==> src/rtl/hazard_ctrl_unit.sv <==
// Pipeline hazard controller for the 5-stage MIPS32 core: EX forwarding selects,
// load-use and MDU stalls, branch flush, and the multiply/divide busy sequencer.
module hazard_ctrl_unit #(
    parameter int MULT_CYCLES = 4,
    parameter int DIV_CYCLES  = 32,
    parameter int CNT_W       = 6
) (
    input  logic       clk,
    input  logic       reset,
    input  logic [4:0] id_rs,
    input  logic [4:0] id_rt,
    input  logic       id_uses_rt,
    input  logic       id_branch_taken,
    input  logic       id_mdu_start,
    input  logic       id_mdu_is_div,
    input  logic       id_hilo_read,
    input  logic [4:0] ex_rs,
    input  logic [4:0] ex_rt,
    input  logic [4:0] ex_rd,
    input  logic       ex_regwrite,
    input  logic       ex_memread,
    input  logic [4:0] mem_rd,
    input  logic       mem_regwrite,
    input  logic [4:0] wb_rd,
    input  logic       wb_regwrite,
    output logic [1:0] fwd_a_sel,
    output logic [1:0] fwd_b_sel,
    output logic       stall_if,
    output logic       stall_id,
    output logic       flush_id,
    output logic       flush_ex,
    output logic       mdu_launch,
    output logic       mdu_busy,
    output logic       mdu_done
);

    typedef enum logic {
        IDLE = 1'b0,
        BUSY = 1'b1
    } state_t;

    localparam logic [1:0]       SEL_REG   = 2'b00;
    localparam logic [1:0]       SEL_WB    = 2'b01;
    localparam logic [1:0]       SEL_MEM   = 2'b10;
    localparam logic [CNT_W-1:0] MULT_LOAD = CNT_W'(MULT_CYCLES);
    localparam logic [CNT_W-1:0] DIV_LOAD  = CNT_W'(DIV_CYCLES);
    localparam logic [CNT_W-1:0] CNT_ONE   = CNT_W'(1);

    state_t           state;
    state_t           state_next;
    logic [CNT_W-1:0] count;
    logic [CNT_W-1:0] count_next;

    logic       busy_int;
    logic       done_int;
    logic       load_use;
    logic       mdu_hazard;
    logic       stall;
    logic       accept;
    logic [1:0] fwd_a_raw;
    logic [1:0] fwd_b_raw;

    // MEM is newer than WB, so it wins; register $0 is hardwired and never forwards.
    function automatic logic [1:0] fwd_select(
        input logic [4:0] src,
        input logic [4:0] m_rd,
        input logic       m_we,
        input logic [4:0] w_rd,
        input logic       w_we
    );
        logic [1:0] sel;
        sel = SEL_REG;
        if (m_we && (m_rd != 5'd0) && (m_rd == src)) begin
            sel = SEL_MEM;
        end else if (w_we && (w_rd != 5'd0) && (w_rd == src)) begin
            sel = SEL_WB;
        end
        return sel;
    endfunction

    always_ff @(posedge clk or posedge reset) begin
        if (reset) begin
            state <= IDLE;
            count <= '0;
        end else begin
            state <= state_next;
            count <= count_next;
        end
    end

    always_comb begin
        busy_int   = (state == BUSY);
        done_int   = busy_int && (count == CNT_ONE);
        load_use   = ex_memread && (ex_rd != 5'd0) &&
                     ((ex_rd == id_rs) || (id_uses_rt && (ex_rd == id_rt)));
        mdu_hazard = busy_int && (id_hilo_read || id_mdu_start);
        stall      = load_use || mdu_hazard;
        accept     = (state == IDLE) && id_mdu_start && !load_use;
        fwd_a_raw  = fwd_select(ex_rs, mem_rd, mem_regwrite, wb_rd, wb_regwrite);
        fwd_b_raw  = fwd_select(ex_rt, mem_rd, mem_regwrite, wb_rd, wb_regwrite);
    end

    // The counter holds the number of busy cycles still to run, including the current one.
    always_comb begin
        state_next = state;
        count_next = count;
        unique case (state)
            IDLE: begin
                if (accept) begin
                    state_next = BUSY;
                    count_next = id_mdu_is_div ? DIV_LOAD : MULT_LOAD;
                end
            end
            BUSY: begin
                count_next = count - CNT_ONE;
                if (done_int) begin
                    state_next = IDLE;
                    count_next = '0;
                end
            end
            default: begin
                state_next = IDLE;
                count_next = '0;
            end
        endcase
    end

    // Every output, combinational ones included, is forced low while reset is asserted.
    always_comb begin
        fwd_a_sel  = SEL_REG;
        fwd_b_sel  = SEL_REG;
        stall_if   = 1'b0;
        stall_id   = 1'b0;
        flush_id   = 1'b0;
        flush_ex   = 1'b0;
        mdu_launch = 1'b0;
        mdu_busy   = 1'b0;
        mdu_done   = 1'b0;
        if (!reset) begin
            fwd_a_sel  = fwd_a_raw;
            fwd_b_sel  = fwd_b_raw;
            stall_if   = stall;
            stall_id   = stall;
            flush_ex   = stall;
            flush_id   = id_branch_taken && !stall;
            mdu_launch = accept;
            mdu_busy   = busy_int;
            mdu_done   = done_int;
        end
    end

    // ex_regwrite is carried for interface completeness; load-use only needs ex_memread.
    logic unused_ok;
    assign unused_ok = ex_regwrite;

endmodule

==> config.mk <==
export PLATFORM = sky130hd
export DESIGN_NAME = hazard_ctrl_unit
export DESIGN_NICKNAME = d
export VERILOG_FILES = /design/src/rtl/hazard_ctrl_unit.sv
export SDC_FILE = /design/constraint.sdc
export NUM_CORES = 1
export LEC_CHECK = 0
export CORE_UTILIZATION = 25
export CTS_CLUSTER_DIAMETER = 120
export DETAILED_ROUTE_END_ITERATION = 10
export PLACE_DENSITY_LB_ADDON = 0.25
export SKIP_LAST_GASP = 1
export SYNTH_ARGS = -nofsm -noshare
export SYNTH_HDL_FRONTEND = slang
export SYNTH_SLANG_ARGS = --single-unit
==> constraint.sdc <==
create_clock -name clk -period 2.25 [get_ports clk]
set_input_delay 0.225 -clock clk [delete_from_list [all_inputs] [get_ports clk]]
set_output_delay 0.225 -clock clk [all_outputs]
set_load 0.01 [all_outputs]
==> run metrics <==
status=complete, but fails checks; failing checks=negative setup slack; Final nets=241; Netlist cell types=37; FMAX=442 MHz; RSZ-0062 raised after global routing=true; Async S/R FF share, synth=1.00; Seq cells post-synth=7; WP data arrival=2.04 ns; number of global-route vias before repair=1174; final hold viol count=0; antenna violations before repair=0; Gate power share=0.590; total of max-cap violations=0; Detail Placement HPWL=2450 um; Via density=4.60; row count=21; Antenna diodes=0; dpl cells=234; CTS root buffer=clkbuf_8; sequential cell fraction of total power=0.242; GRT Residual Overflow=0; crit start category=primary input; Setup crit end kind=output port; P&R area growth vs syn=86.9%; Critical path origin=ex_rd[2]; CTS tree=built; Power Density=602 nW/um2; critical path class=primary input to output port; Synth area leader=xnor2_1; final wirelength=2870 um; All-Layer GR Usage=0.155; Remaining DRCs=0; Worst slew margin=0.785; FF-to-FF setup slack=0.53 ns; Slew Limit Fails=0; synthesized net count=158; worst skew pair latency=0.23 ns; GP Congestion=0.790; WL per Instance=12.1 um; Post-synth EDFFs=0; starting density of the core=0.269; CTS Buf Count=3; Place WS=-0.322 ns; final cell count without fillers=238; CTS H-Tree Depth=1; full die area=3990 um2; Synth Flop Type=dfrtp_1; Die X-Extent=63.1 um; final worst-path cycle share=1.00; antenna-violating nets left=0; top cell type's share of synthesized area=0.216; initial drt markers=22; min cycle time layout=2.26 ns; Leak=0.705 nW; Worst EP required=2.03 ns; Clock power frac=0.168; Die Y=63.1 um; layout cell share with drive strength beyond 1=0.224; R2R cell count=5; Net Sw Frac=0.373; Worst Path Max Fanout=3; Top Ports=57; fin worst setup slack=-0.0112 ns; P_int=0.000659 W; Reg2Reg Capture Point=count[2]; cells after synthesis=110; Overall Power=0.00105 W; clock-pin slew on the worst setup and hold paths=0.04 ns; PortBufs=55; VDD IR max=0.381 mV; HP Class=primary input to asynchronous set/reset pin; first-pass GRT wire length=4920 um; Max Root-Sink Buffers=2; synthesized area=935 um2; Setup Viol. Count Final=1; largest net degree at the start of global routing=12; P_sw=0.000392 W; Layout Skew=0.000683 ns; Synthesis Warnings=0; Worst Max-Slew Pin Slew=0.322 ns; reg2reg start=count[2]; clock sink total=7; largest cells by area after synthesis=xnor2_1 22%, dfrtp_1 19%, xor2_1 9.4%; Initial DRT Pass Iterations=4; Placeable Area=3470 um2; Post-Syn Area per Cell=8.50 um2; vias=1094; Seq/Total Area, Yosys=0.187
[logic make-up (layout without fill, tap and decap cells)]
group           after synthesis  after routing  synth area share
compound gates               20             20             0.185
xor+xnor                     33             33             0.309
fa+ha+maj                     2              2            0.0268
buf+inv                      10             92            0.0482
flops                         7              7             0.187
mux                           1              1            0.0107
simple gates                 37             37             0.233
[power by group through the flow]
stage | sequential [W] | clock (W) | combinational (W)
floorplan | 0.000230 | 0 | 0.000418
global placement | 0.000252 | 0 | 0.000616
detailed placement | 0.000255 | 0 | 0.000631
CTS | 0.000254 | 0.000181 | 0.000626
global route | 0.000267 | 0.000192 | 0.000692
finish | 0.000254 | 0.000177 | 0.000620
[sequential cells by signal, indices dropped and copies added (netlist names)]
name	count
count	6
busy_int	1
[worst max-delay path by stage]
stage / endpoint / slack (ns) / cells after the start
floorplan: count[2] / 0.65 / 5
global placement: mdu_launch / -0.30 / 6
detailed placement: fwd_b_sel[0] / -0.32 / 6
CTS: mdu_launch / -0.04 / 6
global route: mdu_launch / -0.07 / 6
finish: mdu_launch / -0.01 / 6
[final cells by class]
type	count	area [um2]
inverter	7	26.3
multi-input combinational	93	718
tap	46	57.6
clock buffer	4	45.0
fill	351	1720
sequential	7	175
timing repair buffer	81	724
[synth_stat cells, drive strengths merged, types with 2 or more instances]
library cell / instances
nor3: 2
xor2: 10
or3: 2
nand3: 3
inv: 7
nor4: 5
nor2: 4
o21ai: 5
buf: 2
o22ai: 4
o32ai: 2
xnor2: 23
dfrtp: 7
nand2: 10
or4: 5
ha: 2
a21oi: 2
[cell usage in the layout (no fill, tap or decap), types with 4 or more instances in the layout]
master,count
or4_1,5
xnor2_1,23
nand2_1,10
nor2_1,4
buf_4,26
dlygate4sd2_1,5
inv_1,7
clkdlybuf4s50_1,46
dfrtp_1,7
xor2_1,10
[through the flow]
stage	setup TNS, ns	utilization	hold slack, ns	cell area, um2
floorplan	0	-	0.0470	935
global placement	-1.65	0.496	0.512	1720
detailed placement	-1.79	0.496	0.524	1720
CTS	-0.0420	0.508	0.359	1760
global route	-0.0669	0.504	0.391	1750
finish	-0.0112	0.504	0.358	1750
[repair_timing]
item / CTS / global route
setup buffers: 0 / 0
gates resized for setup: 13 / 5
pin swaps: 0 / 1
hold buffers: 0 / 0
endpoints found under the setup margin: 9 / 4
[worst max-delay path: stages]
cell and delay (ns):
clkdlybuf4s50_1 0.48, or4_1 0.54, o21a_2 0.24, a21oi_4 0.12, and3_1 0.19, clkdlybuf4s15_1 0.25
[layer usage]
layer,track usage,part of all wire,vias to the layer above
met5,0,0,-
met4,0.0610,0.017,0
met3,0.0308,0.066,4
met2,0.276,0.47,45
met1,0.181,0.44,484
li1,-,-,561
(Power assumes the default switching activity.)
